**src/rtl/serial_frame_tx.sv**
```systemverilog
// Framed serial sender to the MCU: input FIFO feeding a start|ch|data|parity shifter,
// one bit every CLK_DIV clocks, followed by a forced-low gap.
module serial_frame_tx #(
  parameter int CLK_DIV    = 500,
  parameter int DATA_W     = 32,
  parameter int NUM_CH     = 4,
  parameter int FIFO_DEPTH = 4,
  parameter int PARITY_EN  = 1,
  parameter int GAP_BITS   = 1,
  localparam int CH_W  = (NUM_CH > 1) ? $clog2(NUM_CH) : 1,
  localparam int LVL_W = $clog2(FIFO_DEPTH + 1)
) (
  input  logic              clk,
  input  logic              rst_n,
  input  logic              en,
  input  logic              in_valid,
  output logic              in_ready,
  input  logic [CH_W-1:0]   in_ch,
  input  logic [DATA_W-1:0] in_data,
  output logic              sda,
  output logic              busy,
  output logic              frame_done,
  output logic [LVL_W-1:0]  fifo_level,
  output logic              led
);

  // state   | meaning
  // IDLE    | line low, waiting for en and a queued word
  // SHIFT   | start/ch/data/parity bits on sda, CLK_DIV cycles each
  // GAP     | line forced low for GAP_BITS bit periods
  localparam logic [1:0] ST_IDLE  = 2'd0;
  localparam logic [1:0] ST_SHIFT = 2'd1;
  localparam logic [1:0] ST_GAP   = 2'd2;

  localparam int ENT_W      = CH_W + DATA_W;
  localparam int PAY_W      = ENT_W + PARITY_EN;
  localparam int FRAME_BITS = 1 + PAY_W;
  localparam int PTR_W      = $clog2(FIFO_DEPTH);
  localparam int CNT_W      = $clog2(GAP_BITS * CLK_DIV);
  localparam int BIT_W      = $clog2(FRAME_BITS);

  localparam logic [CNT_W-1:0] BIT_RELOAD = CNT_W'(CLK_DIV - 1);
  localparam logic [CNT_W-1:0] GAP_RELOAD = CNT_W'(GAP_BITS * CLK_DIV - 1);
  localparam logic [BIT_W-1:0] BIT_LAST   = BIT_W'(FRAME_BITS - 1);
  localparam logic [LVL_W-1:0] LVL_FULL   = LVL_W'(FIFO_DEPTH);

  logic [ENT_W-1:0] mem [FIFO_DEPTH];
  logic [PTR_W-1:0] wr_ptr, rd_ptr;
  logic [LVL_W-1:0] level;
  logic [ENT_W-1:0] head;
  logic [PAY_W-1:0] payload;
  logic             push, pop;

  logic [1:0]       state;
  logic [PAY_W-1:0] shreg;
  logic [CNT_W-1:0] cnt;
  logic [BIT_W-1:0] bits_left;

  assign in_ready   = (level != LVL_FULL);
  assign push       = in_valid && in_ready;
  assign pop        = (state == ST_IDLE) && en && (level != '0);
  assign head       = mem[rd_ptr];
  assign fifo_level = level;
  assign busy       = (state != ST_IDLE);
  assign frame_done = (state == ST_GAP) && (cnt == '0);

  // Even parity: total ones across ch, data and the parity bit is even.
  generate
    if (PARITY_EN != 0) begin : g_par
      assign payload = {head, ^head};
    end else begin : g_nopar
      assign payload = head;
    end
  endgenerate

  always_ff @(posedge clk) begin
    if (push) mem[wr_ptr] <= {in_ch, in_data};
  end

  always_ff @(posedge clk or negedge rst_n) begin
    if (!rst_n) begin
      wr_ptr <= '0;
      rd_ptr <= '0;
      level  <= '0;
    end else begin
      if (push) wr_ptr <= wr_ptr + 1'b1;
      if (pop)  rd_ptr <= rd_ptr + 1'b1;
      case ({push, pop})
        2'b10:   level <= level + 1'b1;
        2'b01:   level <= level - 1'b1;
        default: level <= level;
      endcase
    end
  end

  // cnt is a down-counter; a bit (or the whole gap) ends when it reaches zero.
  always_ff @(posedge clk or negedge rst_n) begin
    if (!rst_n) begin
      state     <= ST_IDLE;
      sda       <= 1'b0;
      led       <= 1'b0;
      shreg     <= '0;
      cnt       <= '0;
      bits_left <= '0;
    end else begin
      case (state)
        ST_IDLE: begin
          if (pop) begin
            shreg     <= payload;
            sda       <= 1'b1;
            led       <= ~led;
            cnt       <= BIT_RELOAD;
            bits_left <= BIT_LAST;
            state     <= ST_SHIFT;
          end
        end
        ST_SHIFT: begin
          if (cnt == '0) begin
            if (bits_left == '0) begin
              sda   <= 1'b0;
              cnt   <= GAP_RELOAD;
              state <= ST_GAP;
            end else begin
              sda       <= shreg[PAY_W-1];
              shreg     <= shreg << 1;
              bits_left <= bits_left - 1'b1;
              cnt       <= BIT_RELOAD;
            end
          end else begin
            cnt <= cnt - 1'b1;
          end
        end
        ST_GAP: begin
          if (cnt == '0) state <= ST_IDLE;
          else           cnt   <= cnt - 1'b1;
        end
        default: state <= ST_IDLE;
      endcase
    end
  end

endmodule
```
**config.mk**
```make
export PLATFORM = sky130hd
export DESIGN_NAME = serial_frame_tx
export DESIGN_NICKNAME = d
export VERILOG_FILES = /design/src/rtl/serial_frame_tx.sv
export SDC_FILE = /design/constraint.sdc
export NUM_CORES = 1
export LEC_CHECK = 0
export BUFFER_PORTS_ARGS = -buffer_cell sky130_fd_sc_hd__buf_2
export CAP_MARGIN = 20
export CORE_ASPECT_RATIO = 1.2
export CORE_MARGIN = 5
export CORE_UTILIZATION = 55
export DETAILED_ROUTE_END_ITERATION = 6
export PLACE_DENSITY = 0.76
export SETUP_SLACK_MARGIN = 0.15
export SYNTH_ARGS = -nofsm -noshare
export SYNTH_HDL_FRONTEND = slang
export SYNTH_SLANG_ARGS = --single-unit
```
**constraint.sdc**
```tcl
create_clock -name clk -period 2.4 [get_ports clk]
set_input_delay 0 -clock clk [delete_from_list [all_inputs] [get_ports clk]]
set_output_delay 0 -clock clk [all_outputs]
set_load 0.05 [all_outputs]
```
==> results.json <==
{
  "vdd_drop_max_mv": 0.636,
  "antenna_cells": 0,
  "fin_skew_ns": 0.00980,
  "antenna_found_initial": 0,
  "grt_pass1_wl_um": 25900,
  "pre_cts_ws_ns": -0.269,
  "worstRegToRegCells": 8,
  "die_h_um": 145,
  "syn_to_final_growth_pct": 22.0,
  "gr-max-usage-layer": "met2",
  "p_per_area_mw_per_mm2": 872,
  "grt_max_degree": 70,
  "layout_setup_ws_ns": -0.140,
  "cts_buffer_depth": 2,
  "critPathRequiredTime_ns": 2.72,
  "async_flop_share": 0.310,
  "hp-class": "input pin to async pin",
  "synth.yosys.seq_area_share": 0.671,
  "seqPwrFrac": 0.485,
  "worst_slew_pin_slew_ns": 0.680,
  "die_x_um": 123,
  "finalHoldViolations": 0,
  "fp.dieArea_sq_mm": 0.0178,
  "first_iter_violations": 281,
  "syn_nets": 577,
  "slew-limit-headroom": 0.547,
  "met1_usage": 0.240,
  "place_area_sq_mm": 0.00902,
  "grt_pass1_vias": 5054,
  "drive_above_1_share": 0.277,
  "critPathMaxFanout": 6,
  "status": "complete, but fails checks",
  "clock-sinks": 197,
  "max_cap_violations": 0,
  "regArea_sq_mm": 0.00561,
  "cts_buffers": 17,
  "core-area_sq_mm": 0.0150,
  "synth-seq-cells": 197,
  "violations": "negative setup slack",
  "overflow": 0,
  "max_freq_ghz": 0.394,
  "synth_warnings": 0,
  "port_buffers": 45,
  "cp-start-kind": "register",
  "place_congestion": 0.839,
  "clock_power_share": 0.313,
  "end_kind": "register",
  "initial_core_util": 0.559,
  "power_switching_w": 0.00235,
  "p_int_w": 0.00654,
  "worstSetupPathType": "register to register",
  "period_share": 1.06,
  "grt_setup_unrepaired": "yes",
  "htreeDepth": 4,
  "nets": 689,
  "leakage_nw": 4.10,
  "drc": 0,
  "crit_path_start": "rd_ptr[0]",
  "nFillCells": 1026,
  "cts_tree": "built",
  "avgViaCountPerCell": 5.51,
  "path_clk_slew_ns": 0.07,
  "rr_startpoint": "rd_ptr[0]",
  "cts-root-buf": "clkbuf_16",
  "hpwl_um": 9710,
  "final_cell_mix": "edfxtp_1, dfrtp_1, buf_2",
  "fin_area_sq_mm": 0.0102,
  "arrival_ns": 2.86,
  "gr-usage-met3": 0.0424,
  "insertion_delay_ns": 0.43,
  "synthCells": 525,
  "min_period_ns": 2.54,
  "finalSetupViolations": 1,
  "wire_per_inst_um": 18.5,
  "vias": 4707,
  "swShare": 0.264,
  "report.final.slew_viol_count": 0,
  "rows": 49,
  "syn_avg_cell_area_sq_um": 15.9,
  "multiInputGateArea_sq_mm": 0.00271,
  "pwr-share-comb": 0.202,
  "final_common_cell": "edfxtp_1",
  "wirelength_um": 15800,
  "ios": 46,
  "track_usage": 0.190,
  "synth_cell_types": 41,
  "synth_area_sq_mm": 0.00836,
  "use_met2": 0.325,
  "postRouteAntennaNets": 0,
  "firstDrtPassIters": 5,
  "synth_ff_type": "edfxtp_1",
  "synth_edf_count": 136
}
-- metrics by stage --
step / util / cells / power [W] / hold slack [ns] / setup TNS [ns]
after floorplan: - / 525 / 0.00550 / -0.296 / 0
after global placement: 0.603 / 779 / 0.00594 / 0.0856 / -0.218
after detailed placement: 0.603 / 779 / 0.00601 / 0.0879 / -0.269
after CTS: 0.673 / 851 / 0.00888 / 0.161 / -0.118
after global routing: 0.681 / 854 / 0.00926 / 0.214 / -0.227
final: 0.681 / 854 / 0.00889 / 0.141 / -0.140
-- per-layer routing --
layer / wire (um) / vias to the layer above
li1: - / 2184
met1: 6350 / 2407
met2: 8450 / 102
met3: 786 / 14
met4: 179 / 0
met5: 0 / -
-- final cells by class --
| type | count | share of cell area |
|---|---|---|
| Sequential cell | 197 | 0.551 |
| Multi-Input combinational cell | 289 | 0.266 |
| Timing Repair Buffer | 114 | 0.0949 |
| Clock buffer | 19 | 0.0425 |
| Tap cell | 204 | 0.0250 |
| Clock inverter | 13 | 0.0145 |
| Inverter | 18 | 0.00663 |
-- cells by family after synthesis --
kind of cell	count (synthesis)	synth area share
AO/OA/AOI/OAI	72	0.0464
XOR/XNOR	43	0.0503
adder cells (fa/ha/maj)	14	0.0219
buffers and inverters	39	0.0225
flip-flops	197	0.671
multiplexers	70	0.138
AND/OR/NAND/NOR	90	0.0494
-- power groups by stage --
stage          Clock, W  Sequential (W)  Combinational, W
6_report        0.00278         0.00431           0.00179
5_1_grt         0.00299         0.00435           0.00192
3_5_place_dp          0         0.00439           0.00162
4_1_cts         0.00283         0.00432           0.00173
2_1_floorplan         0         0.00444           0.00107
3_3_place_gp          0         0.00436           0.00159
-- path summary, 6_finish.rpt --
path / endpoint / slack, ns
setup / recovery: shreg[0] / -0.14
hold / removal: cnt[2] / 0.14
setup reg to reg: shreg[0] / -0.14
hold reg to reg: led / 0.47
max in group asynchronous: shreg[30] / 1.64
min in group clk: mem[3][14] / 0.31
-- sequential cells by signal, summed over array words and instances, names as in the netlist --
register	cells
wr_ptr	2
mem	136
shreg	35
fifo_level	3
bits_left	6
sda	1
cnt	9
rd_ptr	2
led	1
state	2
-- critical path, cell delays in order, from the launching register on --
cell and delay [ns]:
dfrtp_2 0.40, buf_8 0.15, mux4_2 0.54, xor2_1 0.17, xnor2_1 0.27, xnor2_1 0.17, xnor3_1 0.43, xnor2_1 0.14
a22o_1 0.17
-- synthesized netlist by cell type (2+ instances only) --
| library cell | count | area (sq um) |
|---|---|---|
| xor2_1 | 7 | 61.3 |
| mux4_1 | 7 | 184 |
| nor3_1 | 6 | 30.0 |
| nand2b_1 | 2 | 12.5 |
| nor4_1 | 2 | 12.5 |
| a22o_1 | 2 | 17.5 |
| o21ai_0 | 44 | 220 |
| xnor2_1 | 31 | 272 |
| and2_1 | 4 | 25.0 |
| nand2_1 | 42 | 158 |
| buf_1 | 2 | 7.51 |
| a22oi_1 | 2 | 15.0 |
| xnor2_2 | 4 | 65.1 |
| ha_1 | 13 | 163 |
| inv_1 | 18 | 67.6 |
| buf_2 | 2 | 10.0 |
| o22a_1 | 3 | 26.3 |
| nand4b_1 | 2 | 17.5 |
| edfxtp_1 | 136 | 4080 |
| mux4_2 | 27 | 608 |
| nand3_1 | 3 | 15.0 |
| dfrtp_1 | 61 | 1530 |
| buf_4 | 2 | 15.0 |
| nor2_1 | 18 | 67.6 |
| mux2i_1 | 35 | 350 |
| and3_1 | 4 | 25.0 |
| clkbuf_1 | 12 | 45.0 |
| or3_1 | 3 | 18.8 |
| a21oi_1 | 18 | 90.1 |
| buf_6 | 2 | 22.5 |
-- what timing repair did --
item                       CTS  global route
cloned                       0             1
hold endpoints to repair   166             0
setup endpoints to repair   27            47
resized for setup           20            19
hold buffers                37             0
pin swaps                   12            14
buffers inserted             3             2
Power figures use the tool's default switching activity.
